**src/rtl/arith_pkg.sv**
```systemverilog
`default_nettype none
// ============================================================================
// Module   : arith_pkg
// Purpose  : Shared types and constants for the arithmetic library.
// Revision : 1.0 - initial release
// ============================================================================
package arith_pkg;

  localparam int ARITH_W = 8;

  typedef enum logic [1:0] {
    IDLE = 2'd0,
    RUN  = 2'd1,
    DONE = 2'd2
  } div_state_t;

endpackage
`default_nettype wire

```
**src/rtl/seq_div8_sub_bla.sv**
```systemverilog
`default_nettype none
// ============================================================================
// Module   : sub_bla
// Purpose  : N-bit borrow-lookahead subtractor, diff = a - b - bin.
// Revision : 1.0 - initial release
// ============================================================================
module sub_bla #(
  parameter int N = 9
) (
  output logic [N-1:0] diff_o,
  output logic         bout_o,
  input  logic [N-1:0] a_i,
  input  logic [N-1:0] b_i,
  input  logic         bin_i
);

  logic [N-1:0] gen;
  logic [N-1:0] prop;
  logic [N:0]   bor;

  // A bit generates a borrow when a=0,b=1 and passes one through when a==b.
  generate
    for (genvar i = 0; i < N; i++) begin : g_bit
      assign gen[i]    = ~a_i[i] & b_i[i];
      assign prop[i]   = ~(a_i[i] ^ b_i[i]);
      assign diff_o[i] = a_i[i] ^ b_i[i] ^ bor[i];
    end
  endgenerate

  // Each borrow is a flat sum of products over all lower generate/propagate terms.
  always_comb begin
    logic pp;
    bor    = '0;
    pp     = 1'b1;
    bor[0] = bin_i;
    for (int i = 0; i < N; i++) begin
      pp = 1'b1;
      for (int j = i; j >= 0; j--) begin
        bor[i+1] = bor[i+1] | (pp & gen[j]);
        pp       = pp & prop[j];
      end
      bor[i+1] = bor[i+1] | (pp & bin_i);
    end
  end

  assign bout_o = bor[N];

endmodule
`default_nettype wire

```
**src/rtl/seq_div8.sv**
```systemverilog
`default_nettype none
// ============================================================================
// Module   : seq_div8
// Purpose  : Sequential restoring unsigned divider, one quotient bit per cycle.
// Revision : 1.0 - initial release
// ============================================================================
module seq_div8
  import arith_pkg::*;
#(
  parameter int WIDTH = ARITH_W
) (
  input  logic             clk,
  input  logic             rst_n,
  input  logic             start,
  input  logic [WIDTH-1:0] dividend,
  input  logic [WIDTH-1:0] divisor,
  output logic             busy,
  output logic             done,
  output logic [WIDTH-1:0] quotient,
  output logic [WIDTH-1:0] remainder,
  output logic             div_by_zero
);

  localparam int              CNT_W     = $clog2(WIDTH);
  localparam logic [CNT_W-1:0] LAST_STEP = CNT_W'(WIDTH - 1);

  div_state_t       state_q, state_d;
  logic [WIDTH-1:0] q_q, q_d;
  logic [WIDTH-1:0] d_q, d_d;
  logic [WIDTH:0]   r_q, r_d;
  logic [CNT_W-1:0] cnt_q, cnt_d;
  logic [WIDTH-1:0] quot_q, quot_d;
  logic [WIDTH-1:0] rem_q, rem_d;
  logic             dbz_q, dbz_d;

  logic             accept;
  logic             div_zero;
  logic             last_step;
  logic [WIDTH:0]   r_shift;
  logic [WIDTH:0]   t_diff;
  logic             t_borrow;
  logic             unused_r_msb;

  assign div_zero  = (divisor == '0);
  assign accept    = start && (state_q != RUN);
  assign last_step = (cnt_q == LAST_STEP);
  assign r_shift   = {r_q[WIDTH-1:0], q_q[WIDTH-1]};

  // The partial remainder stays below the divisor, so its MSB never reaches the next shift.
  assign unused_r_msb = r_q[WIDTH];

  sub_bla #(
    .N(WIDTH + 1)
  ) u_sub (
    .diff_o (t_diff),
    .bout_o (t_borrow),
    .a_i    (r_shift),
    .b_i    ({1'b0, d_q}),
    .bin_i  (1'b0)
  );

  always_ff @(posedge clk or negedge rst_n) begin
    if (!rst_n) begin
      state_q <= IDLE;
    end else begin
      state_q <= state_d;
    end
  end

  always_comb begin
    state_d = state_q;
    case (state_q)
      IDLE:    if (start) state_d = div_zero ? DONE : RUN;
      RUN:     if (last_step) state_d = DONE;
      DONE:    state_d = start ? (div_zero ? DONE : RUN) : IDLE;
      default: state_d = IDLE;
    endcase
  end

  always_comb begin
    busy = (state_q == RUN);
    done = (state_q == DONE);
  end

  always_comb begin
    q_d    = q_q;
    d_d    = d_q;
    r_d    = r_q;
    cnt_d  = cnt_q;
    quot_d = quot_q;
    rem_d  = rem_q;
    dbz_d  = dbz_q;
    if (accept) begin
      if (div_zero) begin
        quot_d = '1;
        rem_d  = dividend;
        dbz_d  = 1'b1;
      end else begin
        q_d   = dividend;
        d_d   = divisor;
        r_d   = '0;
        cnt_d = '0;
        dbz_d = 1'b0;
      end
    end else if (state_q == RUN) begin
      r_d   = t_borrow ? r_shift : t_diff;
      q_d   = {q_q[WIDTH-2:0], ~t_borrow};
      cnt_d = cnt_q + 1'b1;
      if (last_step) begin
        quot_d = q_d;
        rem_d  = r_d[WIDTH-1:0];
      end
    end
  end

  always_ff @(posedge clk or negedge rst_n) begin
    if (!rst_n) begin
      q_q    <= '0;
      d_q    <= '0;
      r_q    <= '0;
      cnt_q  <= '0;
      quot_q <= '0;
      rem_q  <= '0;
      dbz_q  <= 1'b0;
    end else begin
      q_q    <= q_d;
      d_q    <= d_d;
      r_q    <= r_d;
      cnt_q  <= cnt_d;
      quot_q <= quot_d;
      rem_q  <= rem_d;
      dbz_q  <= dbz_d;
    end
  end

  assign quotient    = quot_q;
  assign remainder   = rem_q;
  assign div_by_zero = dbz_q;

endmodule
`default_nettype wire

```
**config.mk**
```make
export PLATFORM = sky130hd
export DESIGN_NAME = seq_div8
export DESIGN_NICKNAME = d
export VERILOG_FILES = /design/src/rtl/arith_pkg.sv /design/src/rtl/seq_div8_sub_bla.sv /design/src/rtl/seq_div8.sv
export SDC_FILE = /design/constraint.sdc
export NUM_CORES = 1
export LEC_CHECK = 0
export CAP_MARGIN = 20
export CORE_MARGIN = 1
export CORE_UTILIZATION = 49
export CTS_CLUSTER_SIZE = 28
export DETAILED_ROUTE_END_ITERATION = 8
export PLACE_DENSITY = 0.74
export SLEW_MARGIN = 15
export SYNTH_ARGS = -nofsm -noshare
export SYNTH_HDL_FRONTEND = slang
export SYNTH_HIERARCHICAL = 1
export SYNTH_SLANG_ARGS = --single-unit
```
**constraint.sdc**
```tcl
create_clock -name clk -period 2.13 [get_ports clk]
set_input_delay 0.426 -clock clk [delete_from_list [all_inputs] [get_ports clk]]
set_output_delay 0.426 -clock clk [all_outputs]
set_load 0.005 [all_outputs]
```
Word level (Yosys, flattened, before mapping)
Index checks and enable logic that the tools add are counted.
Widths: inputs -> output; s select.
{ "classes": {"muxes": 24, "reduce_logical": 9, "bitwise_logic": 120, "n_addsub": 1, "n_eq_ne": 8} }
{ "op_table": {"columns": ["op", "count"], "rows": [
  ["$mux 8", 15],
  ["$and 1x1->1", 59],
  ["$or 1x1->1", 28],
  ["$not 1->1", 18],
  ["$xor 1x1->1", 15],
  ["$mux 3", 3],
  ["$logic_not 8->1", 1],
  ["$mux 2", 4],
  ["$ne 2x1->1 const B", 3],
  ["$pmux 2 s3", 1],
  ["$reduce_and 2->1", 3],
  ["$ne 2x2->1 const B", 2],
  ["$reduce_bool 2->1", 2],
  ["$add 3x1->3 const B", 1],
  ["$eq 3x3->1 const B", 1],
  ["$reduce_and 3->1", 1],
  ["$eq 2x1->1 const B", 1],
  ["$eq 2x2->1 const B", 1],
  ["$logic_not 2->1", 1],
  ["$logic_and 1x1->1", 1],
  ["$mux 1", 1]
]} }
{ "word_totals": {"in_bits": 19, "ff_bits": 46, "elab_cells": 170, "out_inout_bits": 19} }

Logic depth before layout (Yosys ltp)
{ "logic_depth": {"ltp_word": 15, "depth_mapped": 10, "depth_no_buf": 9} }

By module
The synthesis kept the hierarchy.
{ "by_module_without_submodules": {"columns": ["module", "n_inst", "cells_each", "seq_area_each_um2", "area_each_um2"], "rows": [
  ["seq_div8", 1, 203, 1151.1, 2260.9],
  ["sub_bla", 1, 61, 0.0, 461.7]
]} }

Worst setup path before layout
OpenSTA, ideal clock, no wires.
{ "synth_timing": {"path_kind": "reg2reg", "from": "register r_q[3]", "to": "register rem_q[3] (netlist: remainder[3])", "period_less_slack_ns": 2.250, "arrival_ns": 2.127, "n_path_buf": 1, "t_required_ns": 2.007, "setup_time_ns": 0.123, "setup_slack_ns": -0.120, "stages_incl_launch_ff": 11, "cell_sequence": "dfrtp_1 inv_1 ha_1 nand4_2 a21oi_4 o2111ai_1 nand4b_1 clkbuf_1 mux2i_1 nand2_1 o221a_2"} }
{ "synth_between": {"elab_chain_len": 12, "word_cells_on_any_way": 22, "classes_between": "mux (4); bitwise (18)"} }
{ "synth_lines": {"columns": ["element", "line_no", "text"], "rows": [
  ["start, declared", "seq_div8.sv:30", "logic [WIDTH:0] r_q, r_d;"],
  ["start signal, assigned", "seq_div8.sv:128", "r_q <= r_d;"],
  ["$not 1->1 / $xor 1x1->1 (equally long branches)", "seq_div8_sub_bla.sv:24, seq_div8_sub_bla.sv:25", null],
  ["$and 1x1->1 / $not 1->1 (equally long branches)", "seq_div8_sub_bla.sv:24, seq_div8_sub_bla.sv:25", null],
  ["$and 1x1->1 (on tied branches)", "seq_div8_sub_bla.sv:39, seq_div8_sub_bla.sv:40", null],
  ["$or 1x1->1, or another cell as far along (3 in series)", "seq_div8_sub_bla.sv:39", "bor[i+1] = bor[i+1] | (pp & gen[j]);"],
  ["$or 1x1->1 / $and 1x1->1 (equally long branches)", "seq_div8_sub_bla.sv:39", null],
  ["$or 1x1->1 *", "seq_div8_sub_bla.sv:39", null],
  ["named net t_borrow", "seq_div8.sv:41", "logic t_borrow;"],
  ["$mux 8 *", "seq_div8.sv:106", "r_d = t_borrow ? r_shift : t_diff;"],
  ["$mux 8 *", "seq_div8.sv:109", "if (last_step) begin"],
  ["$mux 8 *", "seq_div8.sv:105", "end else if (state_q == RUN) begin"],
  ["$mux 8 *", "seq_div8.sv:93", "if (accept) begin"],
  ["end signal, assigned", "seq_div8.sv:131", "rem_q <= rem_d;"],
  ["end, declared", "seq_div8.sv:33", "logic [WIDTH-1:0] rem_q, rem_d;"]
]} }
Mark *: on every way through the listed nets, which the timed path passes. The rest lies on a longest branch. The select of a mux whose other input is x is not followed.
A chain may end at the register's enable or synchronous reset.

Final worst setup path
{ "layout_timing": {"from": "register d_q[5]", "to": "register rem_q[0] (netlist: remainder[0])"} }
{ "layout_between": {"elab_chain_len": 13, "word_cells_on_any_way": 24, "classes_between": "mux (4); bitwise (20)"} }
{ "layout_lines": {"columns": ["element", "line_no", "text"], "rows": [
  ["start, declared", "seq_div8.sv:29", "logic [WIDTH-1:0] d_q, d_d;"],
  ["start signal, assigned", "seq_div8.sv:119", "d_q <= '0;"],
  ["start signal, assigned", "seq_div8.sv:127", "d_q <= d_d;"],
  ["$xor 1x1->1", "seq_div8_sub_bla.sv:25", "assign prop[i] = ~(a_i[i] ^ b_i[i]);"],
  ["$not 1->1", "seq_div8_sub_bla.sv:25", null],
  ["$and 1x1->1", "seq_div8_sub_bla.sv:40", "pp = pp & prop[j];"],
  ["$and 1x1->1 (on tied branches)", "seq_div8_sub_bla.sv:39, seq_div8_sub_bla.sv:40", null],
  ["$or 1x1->1, or another cell as far along (3 in series)", "seq_div8_sub_bla.sv:39", null],
  ["$or 1x1->1 / $and 1x1->1 (equally long branches)", "seq_div8_sub_bla.sv:39", null],
  ["$or 1x1->1 *", "seq_div8_sub_bla.sv:39", null],
  ["named net t_borrow", "seq_div8.sv:41", null],
  ["$mux 8 *", "seq_div8.sv:106", null],
  ["$mux 8 *", "seq_div8.sv:109", null],
  ["$mux 8 *", "seq_div8.sv:105", null],
  ["$mux 8 *", "seq_div8.sv:93", null]
]} }
Marked as above.

==> metrics.cfg <==
[status]
status=finished with violations
failed_checks=negative setup slack

[finish]
n_fill_cell=372
final-seq-area_um2=1151
nets=364
n_antenna_cell=0
drive_gt1_frac=0.2883
area_growth_pct=35.62
multiInputGateArea_um2=1549

[timing]
period_minus_slack_ns=2.171
rsz0062_at_grt=true
slew_headroom=0.3172
hold_violations=0
setup_viol=3
hold_ws_ns=0.09679
fin_crit_sh=1.019
fin_ws_ns=-0.04138
fmax_mhz=460.5
tightest_slew_ns=1.024
finalMaxSlewViolations=0
fin_skew_ns=0.008040

[power]
ir_drop_v=0.0009647
p_leak_nw=1.565
p_per_area_nw_per_um2=1620

[global_routing]
antenna_found_initial=0
grt_use_total=0.2432
grt_pass1_wl_um=10980
overflow=0
grt_max_degree=47
grt_pass1_vias=2234

[floorplanning]
die_area_um2=5769
rows=26
ios=38
dieHeight_um=75.96
coreArea_um2=5172
initial_utilization=0.5181
die_x_um=75.96

[yosys]
syn_area_um2=2680
yosys_warnings=6
syn_inst=258
avgSynthCellArea_um2=10.39

[run]
max-cap-violations=0

[worst_setup_path]
worstReg2RegStart=d_q[5]$_DFFE_PN0P_
worst_ep_arrival_time_ns=2.36
critical_path.max_fanout=5
reg2reg_to=remainder[0]$_DFFE_PN0P_
critical_path_required_ns=2.32
ff2ff_path_depth=9
cp-start-kind=flop
crit_type=reg2reg
end_kind=flop
rrSetupSlack_ns=-0.04

[route]
vias_per_cell=5.779
drtAntennaViolNets=0
first_pass_iters=4
vias=2329
route.detailed.drc=0
routedWlPerCell_um=16.93
finalWirelength_um=6824
drt-initial-drc-count=171

[placement]
dp_hpwl_um=4782
gp_congestion=0.8614
port-buffer-count=37
dp_slack_ns=-0.1590

[clocking]
cts_max_level=2
cts.sinks=46
root_buffer=clkbuf_8
cts_tree=built
clkTransAtPathRegs_ns=0.09
cts_buffers=5
clockBufferDepth=2
hold_buffers=0
clk-insertion-delay-late_ns=0.30

[hold_path]
hold_class=in2async

-- worst max-delay path by stage --
| stage | to | cells after the start | slack (ns) | from |
|---|---|---|---|---|
| 5_1_grt | remainder[0]$_DFFE_PN0P_ | 10 | -0.10 | r_q[4]$_DFFE_PN0P_ |
| 6_report | remainder[0]$_DFFE_PN0P_ | 9 | -0.04 | d_q[5]$_DFFE_PN0P_ |
| 4_1_cts | remainder[5]$_DFFE_PN0P_ | 10 | 0.007 | r_q[2]$_DFFE_PN0P_ |
| 2_1_floorplan | remainder[3]$_DFFE_PN0P_ | 10 | 0.09 | r_q[3]$_DFFE_PN0P_ |
| 3_5_place_dp | cnt_q[1]$_DFFE_PN0P_ | 5 | -0.16 | divisor[0] |
| 3_3_place_gp | d_q[5]$_DFFE_PN0P_ | 5 | -0.12 | divisor[5] |
-- layer usage --
| metal | up-vias | global-route usage | share of wire |
|---|---|---|---|
| met5 | - | 0 | 0 |
| met4 | 0 | 0.09038 | 0.024 |
| met3 | 13 | 0.04699 | 0.040 |
| met2 | 53 | 0.3945 | 0.48 |
| met1 | 1144 | 0.3236 | 0.45 |
| li1 | 1119 | - | - |
-- timing repair --
item | 4_1_cts | 5_1_grt
endpoints found under the setup margin | 15 | 17
pin swaps | 0 | 11
cloned | 0 | 1
buffers inserted | 2 | 3
gates resized for setup | 8 | 19
-- placed cells by master (no fill, tap or decap), drive strengths merged, types with 2 or more instances in the layout --
master and instances:
a21oi 14, a31oi 8, and3b 8, buf 45
clkbuf 5, clkdlybuf4s50 36, clkinv 2, conb 4
dfrtp 46, ha 11, inv 14, mux2 7
mux2i 8, nand2 24, nand2b 2, nand3 13
nand4 11, nor2 18, nor3 2, nor4 2
o2111ai 9, o211ai 2, o21a 2, o21ai 3
o221a 8, o22ai 9, o41ai 2, or2 2
or4 2, xnor2 2, xor2 3
-- stage by stage --
step	cell area [µm²]	TNS (ns)	power (W)	utilization	std cells
6_report	3635	-0.07674	0.005888	0.7027	403
5_1_grt	3635	-0.6910	0.006258	0.7027	403
4_1_cts	3507	0	0.005379	0.6780	399
3_5_place_dp	3358	-3.369	0.004640	0.6493	390
3_3_place_gp	3358	-2.155	0.004531	0.6493	390
2_1_floorplan	2693	0	0.003504	-	261
-- power by group --
group	leakage, nW	switching [W]	internal [W]
clock network	0.0438	0.000290	0.000221
registers	0.539	0.000334	0.00129
logic	0.982	0.00177	0.00199
total	1.57	0.00239	0.00349
-- registers in the layout (all words and copies together) (netlist names) --
signal	flops
remainder	8
d_q	8
cnt_q	3
q_q	8
quotient	8
div_by_zero	1
r_q	8
state_q	2
-- layout make-up --
type                       count  area share
timing repair buffer          81      0.1969
clock inverter                 2    0.002754
clock buffer                   5     0.01893
multi-input combinational    185      0.4262
inverter                      14     0.01446
sequential                    46      0.3167
tap                           70     0.02410
-- critical path, stage by stage, from the launching register on --
cell	delay (ns)
dfrtp_1	0.43
ha_4	0.28
a21oi_2	0.15
nand3_2	0.12
o2111ai_2	0.21
nand4b_1	0.20
buf_4	0.23
mux2i_2	0.23
nand2_1	0.09
o221a_1	0.13
Note: power is estimated with default switching activity, not from simulation.
